<file path="src/rtl/mem_access_unit.sv">
// -----------------------------------------------------------------------------
// mem_access_unit
//
// Load/store front end for a byte-addressed memory. Accepts one request at a
// time, performs loads with sign/zero extension, word stores directly, and
// byte/halfword stores as a read-modify-write of the containing 32-bit word.
// Out-of-range addresses and the illegal size encoding are rejected without
// touching memory.
//
// Configuration macro:
//   MISALIGN_TRAP_EN  when defined, misaligned halfword/word requests are
//                     rejected as errors; when undefined they are performed
//                     normally (the memory is byte-addressed).
//
// Ports:
//   clk            single clock, rising edge
//   reset          asynchronous active-low reset
//   req_valid      request present
//   req_ready      unit idle and able to accept a request
//   req_write      1 = store, 0 = load
//   req_size       00 byte, 01 halfword, 10 word, 11 illegal
//   req_unsigned   zero-extend loads when 1, sign-extend when 0
//   req_addr       byte address
//   req_wdata      store data, right-aligned
//   resp_valid     one-cycle completion pulse
//   resp_rdata     extended load data (0 for stores and errors)
//   resp_err       request rejected, valid with resp_valid
//   mem_address    memory byte address
//   mem_writeData  word written to memory
//   mem_memRead    memory read strobe
//   mem_memWrite   memory write strobe
//   mem_memData    combinational read data {addr+3..addr}
// -----------------------------------------------------------------------------
module mem_access_unit #(
    parameter int MEM_BYTES = 256
) (
    input  logic        clk,
    input  logic        reset,
    input  logic        req_valid,
    output logic        req_ready,
    input  logic        req_write,
    input  logic [1:0]  req_size,
    input  logic        req_unsigned,
    input  logic [31:0] req_addr,
    input  logic [31:0] req_wdata,
    output logic        resp_valid,
    output logic [31:0] resp_rdata,
    output logic        resp_err,
    output logic [31:0] mem_address,
    output logic [31:0] mem_writeData,
    output logic        mem_memRead,
    output logic        mem_memWrite,
    input  logic [31:0] mem_memData
);

    typedef enum logic [2:0] {
        IDLE,
        READ,
        RMW_READ,
        WRITE,
        RESP
    } state_t;

    localparam logic [1:0]  SIZE_BYTE = 2'b00;
    localparam logic [1:0]  SIZE_HALF = 2'b01;
    localparam logic [1:0]  SIZE_WORD = 2'b10;
    localparam logic [1:0]  SIZE_ILL  = 2'b11;
    // Highest address whose full 4-byte window still lies inside memory.
    localparam logic [31:0] MAX_ADDR  = 32'(MEM_BYTES - 4);

    state_t      state;
    logic [1:0]  size_q;
    logic        unsigned_q;
    logic [15:0] wdata_q;     // only the sub-word store path needs held data

    logic        accept;
    logic        misaligned;
    logic        bad_req;

    // Ready is gated by reset so it drops the instant reset asserts and rises
    // in the first cycle after release, without waiting for a clock edge.
    assign req_ready = (state == IDLE) && reset;
    assign accept    = req_valid && req_ready;

    // NOTE: every variable assigned in always_comb gets a default first so no
    // path leaves it unassigned and a latch cannot be inferred.
    always_comb begin
        misaligned = 1'b0;
`ifdef MISALIGN_TRAP_EN
        case (req_size)
            SIZE_HALF: misaligned = req_addr[0];
            SIZE_WORD: misaligned = (req_addr[1:0] != 2'b00);
            default:   misaligned = 1'b0;
        endcase
`endif
        bad_req = (req_size == SIZE_ILL) || (req_addr > MAX_ADDR) || misaligned;
    end

    function automatic logic [31:0] load_extend(input logic [31:0] data,
                                                input logic [1:0]  size,
                                                input logic        uns);
        logic [31:0] res;
        case (size)
            SIZE_BYTE: res = uns ? {24'h0, data[7:0]}  : {{24{data[7]}}, data[7:0]};
            SIZE_HALF: res = uns ? {16'h0, data[15:0]} : {{16{data[15]}}, data[15:0]};
            default:   res = data;
        endcase
        return res;
    endfunction

    // Keep the bytes above the store width from the word just read.
    function automatic logic [31:0] merge_store(input logic [31:0] old_word,
                                                input logic [15:0] wdata,
                                                input logic [1:0]  size);
        return (size == SIZE_BYTE) ? {old_word[31:8],  wdata[7:0]}
                                   : {old_word[31:16], wdata[15:0]};
    endfunction

    // NOTE: sequential state uses non-blocking assignments so every register
    // samples pre-edge values and the block order does not matter.
    always_ff @(posedge clk or negedge reset) begin
        if (!reset) begin
            state         <= IDLE;
            size_q        <= SIZE_BYTE;
            unsigned_q    <= 1'b0;
            wdata_q       <= '0;
            resp_valid    <= 1'b0;
            resp_err      <= 1'b0;
            resp_rdata    <= '0;
            mem_address   <= '0;
            mem_writeData <= '0;
            mem_memRead   <= 1'b0;
            mem_memWrite  <= 1'b0;
        end else begin
            case (state)
                IDLE: begin
                    if (accept) begin
                        size_q     <= req_size;
                        unsigned_q <= req_unsigned;
                        wdata_q    <= req_wdata[15:0];
                        if (bad_req) begin
                            // Rejected: straight to the response, no strobes.
                            resp_valid <= 1'b1;
                            resp_err   <= 1'b1;
                            state      <= RESP;
                        end else if (!req_write) begin
                            mem_address <= req_addr;
                            mem_memRead <= 1'b1;
                            state       <= READ;
                        end else if (req_size == SIZE_WORD) begin
                            mem_address   <= req_addr;
                            mem_writeData <= req_wdata;
                            mem_memWrite  <= 1'b1;
                            state         <= WRITE;
                        end else begin
                            mem_address <= req_addr;
                            mem_memRead <= 1'b1;
                            state       <= RMW_READ;
                        end
                    end
                end

                READ: begin
                    resp_rdata  <= load_extend(mem_memData, size_q, unsigned_q);
                    resp_valid  <= 1'b1;
                    mem_memRead <= 1'b0;
                    mem_address <= '0;
                    state       <= RESP;
                end

                RMW_READ: begin
                    // Read strobe drops as write rises: never both in a cycle.
                    mem_memRead   <= 1'b0;
                    mem_memWrite  <= 1'b1;
                    mem_writeData <= merge_store(mem_memData, wdata_q, size_q);
                    state         <= WRITE;
                end

                WRITE: begin
                    mem_memWrite  <= 1'b0;
                    mem_writeData <= '0;
                    mem_address   <= '0;
                    resp_valid    <= 1'b1;
                    state         <= RESP;
                end

                RESP: begin
                    // No backpressure: the pulse lasts exactly one cycle.
                    resp_valid <= 1'b0;
                    resp_err   <= 1'b0;
                    resp_rdata <= '0;
                    state      <= IDLE;
                end

                default: begin
                    state <= IDLE;
                end
            endcase
        end
    end

endmodule

</file>
<file path="config.mk">
export PLATFORM = sky130hd
export DESIGN_NAME = mem_access_unit
export DESIGN_NICKNAME = d
export VERILOG_FILES = /design/src/rtl/mem_access_unit.sv
export SDC_FILE = /design/constraint.sdc
export NUM_CORES = 1
export LEC_CHECK = 0
export CAP_MARGIN = 20
export CORE_MARGIN = 8
export CORE_UTILIZATION = 40
export CTS_BUF_LIST = sky130_fd_sc_hd__clkbuf_2 sky130_fd_sc_hd__clkbuf_4 sky130_fd_sc_hd__clkbuf_8
export CTS_CLUSTER_DIAMETER = 120
export CTS_CLUSTER_SIZE = 16
export DETAILED_ROUTE_END_ITERATION = 6
export GPL_TIMING_DRIVEN = 0
export PLACE_DENSITY = 0.83
export SYNTH_ARGS = -nofsm -noshare
export SYNTH_HDL_FRONTEND = slang
export SYNTH_SLANG_ARGS = --single-unit
</file>
<file path="constraint.sdc">
create_clock -name clk -period 2.76 [get_ports clk]
set_clock_uncertainty 0.15 [all_clocks]
set_input_delay 0.828 -clock clk [delete_from_list [all_inputs] [get_ports clk]]
set_output_delay 0.828 -clock clk [all_outputs]
set_load 0.01 [all_outputs]
</file>
==> results.txt, run 1 <==
final WL: 20400 um
Synth Area in Simple Gates: 12.9%
Clock Pin Slew Worst Setup and Hold Paths: 80 ps
Layout Nets: 889
final-layout fill cell count: 1165
CTS H-tree depth: 4
CP most frequent cell: buf_4
cells after synthesis: 554
area of the multi-input gates: 2710 um2
Initial Utilization: 40.3%
Synth cell types: 43
worst hold path type: primary input to async pin
Clk Tree Root Cell: clkbuf_8
RSZ-0062 raised after global routing: yes
WP depth: 8
PD cells: 476 nW/um2
Routed Antenna Nets: 0
detailed placer's ending HPWL: 14600 um
final clock period utilization by the worst path: 99.5%
area growth from synthesis to layout: 55.0%
status: completed
Synth Area per Inst: 10.4 um2
worst vdd ir: 0.206 mV
die area: 18500 um2
post-synthesis register bit count: 122
synth warn: 0
number of cells on the worst reg-to-reg path: 5
CTS tree: built
crit-path max FO: 10
FP Rows: 44
GRT Total Usage: 22.1%
die height: 136 um
Peak Freq: 364 MHz
TritonRoute pass-1 iters: 5
Tmin final: 2750 ps
clock buffer depth: 2
xor-xnor portion of the synthesized cell area: 0.304%
slowest CP cell: clkdlybuf4s50_1
via/cell ratio: 5.60
total number of vias: 5512
Leak: 0.00380 uW
Final setup violation count: 0
Top Family by Delay on Critical Path: buffers and inverters
sum of buffers and inverters on the critical path: 4
worst rel slew slack: 50.4%
Core Box Area: 14300 um2
share of cells above drive strength 1: 14.8%
top_reg_cell synth: dfrtp_1
initial antenna violation count: 1
post-place setup slack: -816 ps
Max Cap Viol: 0
Post-route DRC: 0
Skew-Pair Late Insertion Delay: 440 ps
Syn Nets: 657
largest family of logic cells by synthesized area: compound AO/OA/AOI/OAI gates
IO buf count: 203
first-pass GRT wire length: 31500 um
Slew @ Worst Pin: 740 ps
total CTS buffers: 17
boundary pin count: 204
1st-iter DRT viols: 337
Seq. cell area: 3050 um2
crit path DAT: 2970 ps
Worst Slack Setup Final: 14.6 ps
kind of critical path: primary input to register
Synth Area in Compound Gates: 23.0%
Tot Pwr: 4250 uW
mapped cell area: 5770 um2
largest net degree at the start of global routing: 37
Setup crit end kind: register
routed len/inst: 20.8 um
vias in the first global route: 5642
Slew Viols, Final: 0
GRT overflow: 0
Critical Path RT: 2980 ps
number of synthesized flops with an enable pin: 0
sequential share of the synthesized area: 52.9%
async set or reset register ratio after synthesis: 100%
WHS: 64.5 ps
final hold vios: 0
CP cell instances: clkdlybuf4s50_1, nor4_4, nand4_1, buf_4, buf_4, clkbuf_4, o41a_1, a21oi_2
Largest stage delay, worst path: 460 ps
startpoint types: primary input
GPL Wtd Cong: 0.852
clock sink total: 122
die width: 136 um
mux share of post-synthesis cell area: 6.83%
Synth Area in Adders: 0%
## stage by stage
stage | setup TNS [ps] | utilization (%) | cell area [um2] | instances
after floorplan | 0 | - | 5770 | 554
after global placement | -936410 | 56.1 | 8030 | 941
after detailed placement | -58290 | 56.3 | 8060 | 942
after CTS | 0 | 61.2 | 8750 | 983
after global routing | -34.3 | 62.5 | 8940 | 984
final | 0 | 62.5 | 8940 | 984
## cells in the mapped netlist, types with 2 or more instances
| master | number | area (um2) |
|---|---|---|
| nor4_1 | 3 | 18.8 |
| a22o_1 | 8 | 70.1 |
| a22oi_1 | 2 | 15.0 |
| inv_1 | 4 | 15.0 |
| nor4_2 | 3 | 37.5 |
| o21ai_0 | 51 | 255 |
| o41ai_1 | 24 | 210 |
| a41oi_1 | 2 | 17.5 |
| o41a_1 | 24 | 270 |
| nand3_1 | 10 | 50.1 |
| nor2b_1 | 16 | 100 |
| nand2b_1 | 3 | 18.8 |
| o211ai_1 | 10 | 75.1 |
| a21oi_1 | 57 | 285 |
| dfrtp_1 | 122 | 3050 |
| or2_2 | 2 | 12.5 |
| nor3_1 | 3 | 15.0 |
| clkbuf_1 | 52 | 195 |
| nor2_1 | 8 | 30.0 |
| nand4_1 | 3 | 18.8 |
| mux2_2 | 27 | 304 |
| a41o_1 | 8 | 80.1 |
| mux2i_1 | 9 | 90.1 |
| and3_1 | 26 | 163 |
| nand2_1 | 59 | 221 |
## registers in the layout, indices dropped and copies added, names as in the netlist, 2 cells and up
signal	flops
mem_address	32
mem_writeData	32
resp_rdata	32
wdata_q	16
state	3
size_q	2
## per-layer routing
| metal | global-route usage, % | part of all wire (%) | wire length, um |
|---|---|---|---|
| met1 | 27.7 | 42 | 8560 |
| met2 | 34.1 | 46 | 9500 |
| met3 | 7.46 | 8.9 | 1820 |
| met4 | 9.64 | 2.7 | 554 |
| met5 | 0 | 0 | 0 |
## what timing repair did
| action | 4_1_cts | 5_1_grt |
|---|---|---|
| gates cloned | 3 | 0 |
| buffers inserted | 6 | 0 |
| endpoints found under the setup margin | 89 | 51 |
| pin swaps | 5 | 8 |
| hold buffers | 0 | 0 |
| gates resized for setup | 19 | 53 |
## placed cells by master, fill, tap and decap left out, types with 3 or more instances in the layout
cell type	Yosys	routed
buf_2	1	6
nand2b_1	3	3
nor4_4	0	5
nor2_1	8	8
a21oi_1	57	53
a21oi_2	0	4
dfrtp_1	122	122
clkbuf_8	0	19
mux2_2	27	27
bufbuf_16	0	3
o211ai_1	10	10
nor2b_1	16	16
clkbuf_4	0	3
bufinv_16	0	5
clkbuf_1	52	38
inv_1	4	4
o21ai_0	51	50
nand4_1	3	3
nand2_1	59	59
buf_4	0	6
nand3_1	10	9
mux2i_1	9	9
o41ai_2	0	13
o41a_1	24	24
o41ai_1	24	10
clkbuf_2	0	8
nor3_1	3	3
clkdlybuf4s50_1	0	200
a22o_1	8	8
a41o_1	8	8
and3_1	26	26
## report_power, final
| group | leakage (uW) | internal (uW) | switching [uW] |
|---|---|---|---|
| Combinational | 0.00205 | 281 | 218 |
| Clock | 0.000233 | 1140 | 737 |
| Sequential | 0.00152 | 1840 | 31.7 |
| Total | 0.00380 | 3260 | 986 |
## kinds of logic after synthesis
logic type | Yosys count
AO/OA/AOI/OAI | 192
XOR/XNOR | 2
AND/OR/NAND/NOR | 143
buffers and inverters | 59
multiplexers | 36
flip-flops | 122
## final cells by class
type / instances / area share [%]
Antenna cell: 1 / 0.0280
Buffer: 55 / 2.63
Clock buffer: 21 / 3.09
Clock inverter: 11 / 2.16
Inverter: 4 / 0.168
Multi-Input combinational cell: 373 / 30.4
Sequential cell: 122 / 34.1
Tap cell: 184 / 2.58
Timing Repair Buffer: 213 / 24.8
## final timing paths
kind | to | start | slack [ps]
max | mem_writeData[25] | req_addr[19] | 10
min | mem_writeData[11] | reset | 60
max reg2reg | resp_rdata[25] | state[2] | 230
min reg2reg | resp_rdata[15] | resp_rdata[15] | 330
max in group asynchronous | mem_address[11] | reset | 1840
min in group clk | resp_rdata[15] | resp_rdata[15] | 330
(Power assumes the default switching activity.)
==> run 2, diff against run 1 <==
--- a/config.mk
+++ b/config.mk
@@ -6,12 +6,13 @@
 export NUM_CORES = 1
 export LEC_CHECK = 0
 export CAP_MARGIN = 20
-export CORE_MARGIN = 8
+export CORE_MARGIN = 5
 export CORE_UTILIZATION = 40
 export CTS_BUF_LIST = sky130_fd_sc_hd__clkbuf_2 sky130_fd_sc_hd__clkbuf_4 sky130_fd_sc_hd__clkbuf_8
 export CTS_CLUSTER_DIAMETER = 120
 export CTS_CLUSTER_SIZE = 16
 export DETAILED_ROUTE_END_ITERATION = 6
+export GPL_ROUTABILITY_DRIVEN = 0
 export GPL_TIMING_DRIVEN = 0
 export PLACE_DENSITY = 0.83
 export SYNTH_ARGS = -nofsm -noshare
==> run 2 against run 1 <==
- clock power shrank 24%
- setup slack gained 45 ps
- register-to-register slack gained 120 ps
- first-iteration DRC count grew 20%
- sequential power is essentially flat
- critical endpoint is now mem_writeData[21]
- global-route usage grew 1.3 points
- die area shrank 8.6%
- wire length shrank 3.3%
- clock-buffer cell count shrank 1
- hold slack lost 14 ps
- highest routed layer unchanged
==> results.txt, run 2 (synthesis gave the netlist of run 1 again) <==
routed len/inst: 20.2 um (-2.9%)
worst vdd ir: 0.459 mV (+120%)
total number of vias: 5631 (+2.2%)
share of cells above drive strength 1: 13.3% (-1.5 points)
GRT Total Usage: 23.4% (+1.3 points)
final hold vios: 0 (unchanged)
most common cell after layout, fill and taps aside: clkdlybuf4s50_1
GRT overflow: 0 (unchanged)
Tmin final: 2700 ps (-45.4 ps)
worst rel slew slack: 53.9% (+3.5 points)
final WL: 19800 um (-3.3%)
FP Rows: 43 (-2.3%)
Antenna Cells: 0 (-1)
post-route insts no fill: 980 (-0.41%)
status: completed
CTS tree: built
kind of critical path: primary input to register
Initial Utilization: 41.2% (+0.94 points)
CP cell instances: clkdlybuf4s50_1, nor4_2, nand4_1, buf_4, clkbuf_2, o41ai_1, a21oi_1
initial antenna violation count: 0 (-1)
clock buffer depth: 2 (unchanged)
final-layout fill cell count: 1142 (-2.0%)
clock sink total: 122 (unchanged)
post-placement cell area: 8060 um2 (unchanged)
hold_buf cts: 0 (unchanged)
Largest stage delay, worst path: 450 ps (about the same)
largest net degree at the start of global routing: 43 (+16%)
Top Family by Delay on Critical Path: buffers and inverters
slowest CP cell: clkdlybuf4s50_1
CTS H-tree depth: 4 (unchanged)
most frequent cells in the layout: clkdlybuf4s50_1 (199), dfrtp_1 (122), nand2_1 (59), a21oi_1 (57), o21ai_0 (51)
worst hold path type: primary input to async pin
crit-path max FO: 10 (unchanged)
PD cells: 436 nW/um2 (-8.4%)
total CTS buffers: 17 (unchanged)
1st-iter DRT viols: 406 (+20%)
via/cell ratio: 5.75 (+2.6%)
cell area after layout: 8750 um2 (-2.1%)
Slew Viols, Final: 0 (unchanged)
Clk Tree Root Cell: clkbuf_8
Final setup violation count: 0 (unchanged)
sum of buffers and inverters on the critical path: 3 (-1)
TNS Setup: 0 ps (unchanged)
utilization after layout: 62.5% (+0.084 points)
Setup crit end kind: register
vias in the first global route: 5564 (-1.4%)
boundary pin count: 204 (unchanged)
Max Cap Viol: 0 (unchanged)
largest registers: mem_address (32), mem_writeData (32), resp_rdata (32)
Slew @ Worst Pin: 690 ps (-50.2 ps)
Leak: 0.00378 uW (-0.59%)
WHS: 50.0 ps (-14.4 ps)
Core Box Area: 14000 um2 (-2.3%)
first-pass GRT wire length: 30200 um (-4.1%)
Layout Nets: 892 (+0.34%)
placed instance count: 939 (-0.32%)
startpoint types: primary input
area growth from synthesis to layout: 51.7%
Routed Antenna Nets: 0 (unchanged)
die width: 130 um (-4.4%)
Clock Pin Slew Worst Setup and Hold Paths: 70 ps (about the same)
crit path DAT: 2860 ps (-110 ps)
TritonRoute pass-1 iters: 5 (unchanged)
Critical Path RT: 2920 ps (-60 ps)
Post-route DRC: 0 (unchanged)
IO buf count: 203 (unchanged)
die height: 130 um (-4.4%)
Skew-Pair Late Insertion Delay: 440 ps (about the same)
final clock period utilization by the worst path: 97.8% (-1.6 points)
detailed placer's ending HPWL: 14000 um (-3.7%)
die area: 16900 um2 (-8.6%)
Peak Freq: 370 MHz (+1.7%)
[run 2: changes by cell type in the layout (fill, tap and decap cells not counted), moves of 2 or more]
cell       previous run  this run
a21oi_1              53        57
a21oi_2               4         0
buf_2                 6         1
buf_4                 6         9
bufinv_16             5         1
clkbuf_1             38        41
clkinv_2              2         8
clkinv_4              2         0
nor4_2                1         3
nor4_4                5         3
o41ai_1              10        14
o41ai_2              13        10
[run 2: layout make-up]
| cell class | count | area (um2) | share of cell area (%) |
|---|---|---|---|
| Sequential cell | 122 | 3050 | 34.9 |
| Clock inverter | 10 | 77.6 | 0.887 |
| Clock buffer | 20 | 269 | 3.07 |
| Inverter | 4 | 15.0 | 0.172 |
| Tap cell | 180 | 225 | 2.57 |
| Buffer | 55 | 236 | 2.70 |
| Multi-Input combinational cell | 373 | 2630 | 30.0 |
| Timing Repair Buffer | 216 | 2240 | 25.6 |
[run 2: final timing paths]
kind	startpoint	endpoint	slack [ps]	cells past startpoint
min in group clk	resp_rdata[17]	resp_rdata[17]	330	2
worst min-delay path	reset	mem_writeData[30]	50	1
worst min register to register	resp_rdata[17]	resp_rdata[17]	330	2
max in group asynchronous	reset	mem_address[4]	1840	2
worst max register to register	state[2]	mem_writeData[12]	350	7
worst max-delay path	req_addr[19]	mem_writeData[21]	60	7
[run 2: where the power goes]
part	internal [uW]	leakage, uW	total (uW)	switching (uW)
clock	743	0.000187	1430	691
combinational	281	0.00207	502	221
sequential	1840	0.00152	1870	32.3
[run 2: what timing repair did]
| action | in CTS | in global routing |
|---|---|---|
| cloned | 3 | 0 |
| resized for setup | 13 | 37 |
| buffers inserted | 4 | 4 |
| pin swaps | 4 | 7 |
| setup endpoints to repair | 79 | 74 |
[run 2: per-stage QoR]
stage | power, uW | setup slack (ps)
detailed placement | 2370 | -881
global placement | 2350 | -5010
global route | 3980 | -11.3
CTS | 3830 | 3.87
finish | 3810 | 60.0
floorplan | 2090 | 187
[run 2: per-layer routing]
layer	vias up	track usage [%]	share of wire, %
met5	-	0	0
met4	0	8.01	2.5
met3	41	8.76	10
met2	286	36.6	47
met1	2762	30.0	40
li1	2542	-	-
==> run 3, diff against run 2 <==
--- a/config.mk
+++ b/config.mk
@@ -12,9 +12,9 @@
 export CTS_CLUSTER_DIAMETER = 120
 export CTS_CLUSTER_SIZE = 16
 export DETAILED_ROUTE_END_ITERATION = 6
-export GPL_ROUTABILITY_DRIVEN = 0
+export GPL_ROUTABILITY_DRIVEN = 1
 export GPL_TIMING_DRIVEN = 0
-export PLACE_DENSITY = 0.83
+export PLACE_DENSITY = 0.77
 export SYNTH_ARGS = -nofsm -noshare
 export SYNTH_HDL_FRONTEND = slang
 export SYNTH_SLANG_ARGS = --single-unit
==> constraint.sdc (replaced) <==
create_clock -name clk -period 2.76 [get_ports clk]
set_clock_uncertainty 0.15 [all_clocks]
set_input_delay 0.552 -clock clk [delete_from_list [all_inputs] [get_ports clk]]
set_output_delay 0.552 -clock clk [all_outputs]
set_load 0.01 [all_outputs]
==> run 3 against run 2 <==
- utilization fell by 1.2 points
- via count about the same
- critical path depth is the same
- clock-buffer cell count is 4 higher
- cell area down 1.9%
- cell count shrank 0.20%
- combinational power shrank 2%
- setup slack better by 22 ps
- wire length rose by 0.87%
- first-iteration DRC count grew 17%
- critical endpoint is now mem_address[29]
- non-clock buffer count decreased by 4
==> results.txt, run 3 (synthesis gave the netlist of run 1 again) <==
Leak: 0.00369 uW (-2.5%)
startpoint types: primary input
GPL Wtd Cong: 0.893
CTS H-tree depth: 4 (unchanged)
GRT overflow: 0 (unchanged)
Routed Antenna Nets: 0 (unchanged)
crit-path max FO: 10 (unchanged)
die width: 130 um (unchanged)
worst rel slew slack: 51.5% (-2.4 points)
Layout Nets: 888 (-0.45%)
initial antenna violation count: 0 (unchanged)
Post-route DRC: 0 (unchanged)
Skew-Pair Late Insertion Delay: 440 ps (about the same)
vias in the first global route: 5791 (+4.1%)
Clk Tree Root Cell: clkbuf_8
die height: 130 um (unchanged)
Antenna Cells: 0 (unchanged)
Slew Viols, Final: 0 (unchanged)
status: completed
Initial Utilization: 41.2% (unchanged)
most frequent cells in the layout: clkdlybuf4s50_1 (202), dfrtp_1 (122), nand2_1 (59), a21oi_1 (57)
post-route insts no fill: 978 (-0.20%)
CTS tree: built
1st-iter DRT viols: 475 (+17%)
kind of critical path: primary input to register
Slew @ Worst Pin: 726 ps (+36.0 ps)
Critical Path RT: 2940 ps (+20 ps)
placed instance count: 939 (unchanged)
boundary pin count: 204 (unchanged)
Final setup violation count: 0 (unchanged)
PD cells: 453 nW/um2 (+4.1%)
final WL: 19900 um (+0.87%)
largest registers: mem_address (32), mem_writeData (32), resp_rdata (32)
detailed placer's ending HPWL: 14500 um (+3.3%)
final hold vios: 0 (unchanged)
Clock Pin Slew Worst Setup and Hold Paths: 70 ps (about the same)
most common cell after layout, fill and taps aside: clkdlybuf4s50_1
Peak Freq: 373 MHz (+0.83%)
total number of vias: 5630 (-0.018%)
total CTS buffers: 17 (unchanged)
Core Box Area: 14000 um2 (unchanged)
IO buf count: 203 (unchanged)
area growth from synthesis to layout: 48.8%
die area: 16900 um2 (unchanged)
worst vdd ir: 0.300 mV (-35%)
via/cell ratio: 5.76 (+0.19%)
TritonRoute pass-1 iters: 5 (unchanged)
worst hold path type: primary input to async pin
GRT Total Usage: 23.2% (-0.16 points)
Tot Pwr: 3890 uW (+2.1%)
crit path DAT: 2860 ps (about the same)
Tmin final: 2680 ps (-22.1 ps)
Setup crit end kind: register
clock sink total: 122 (unchanged)
FP Rows: 43 (unchanged)
clock buffer depth: 2 (unchanged)
share of cells above drive strength 1: 10.5% (-2.7 points)
largest net degree at the start of global routing: 43 (unchanged)
routed len/inst: 20.4 um (+1.1%)
final clock period utilization by the worst path: 97.0% (-0.80 points)
first-pass GRT wire length: 30500 um (+0.98%)
Max Cap Viol: 0 (unchanged)
run 3: critical path, stage by stage:
cell             delay, ps
clkdlybuf4s50_1        420
nor4_1                 430
nand3_2                280
or4_1                  580
buf_2                  170
clkbuf_1               190
and3_1                 230
run 3: per-stage QoR:
step | TNS [ps] | setup slack, ps | utilization [%] | instance area (um2) | hold WS, ps
final | 0 | 82.0 | 61.4 | 8580 | 30.4
after floorplan | 0 | 463 | - | 5770 | 106
after global routing | -32.1 | -15.2 | 61.4 | 8580 | 31.9
after global placement | -824000 | -4540 | 57.4 | 8020 | 318
after detailed placement | -38760 | -603 | 57.6 | 8060 | 326
after CTS | 0 | 67.0 | 61.1 | 8550 | 14.1
run 3: worst paths after layout:
| path | slack [ps] | depth (start not counted) | to | startpoint |
|---|---|---|---|---|
| min | 30 | 3 | mem_address[11] | reset |
| max reg2reg | 300 | 7 | mem_writeData[26] | state[2] |
| max | 80 | 7 | mem_address[29] | req_addr[17] |
| min reg2reg | 340 | 2 | resp_rdata[17] | resp_rdata[17] |
| min in group clk | 340 | 2 | resp_rdata[17] | resp_rdata[17] |
| max in group asynchronous | 2150 | 2 | resp_rdata[30] | reset |
run 3: repair_timing:
action | 4_1_cts | 5_1_grt
hold buffers | 3 | 0
cloned | 1 | 0
endpoints found under the hold margin | 41 | 0
buffers inserted | 2 | 1
gates resized for setup | 1 | 5
pin swaps | 1 | 1
endpoints found under the setup margin | 37 | 45
run 3: cell type report:
| cell class | count | area [um2] |
|---|---|---|
| plain buffers | 55 | 216 |
| clock buffers | 24 | 312 |
| clock inverters | 8 | 67.6 |
| fillers | 1155 | 5410 |
| inverters | 4 | 15.0 |
| multi-input cells | 373 | 2510 |
| flip-flops and latches | 122 | 3050 |
| well taps | 180 | 225 |
| repair buffers | 212 | 2180 |
run 3: metal layers:
layer  global-route usage, %  vias to the layer above  share of wire [%]
met1                    29.5                     2748                 41
met5                       0                        -                  0
met3                    7.53                       50                9.5
met4                    10.5                        0                3.2
li1                        -                     2544                  -
met2                    36.3                      288                 46
run 3: power by group:
group          internal, uW  leakage, uW  switching (uW)  total [uW]
logic                   273      0.00196             217         490
clock network           827     0.000203             699        1530
registers              1840      0.00152            32.5        1870
total                  2940      0.00369             948        3890
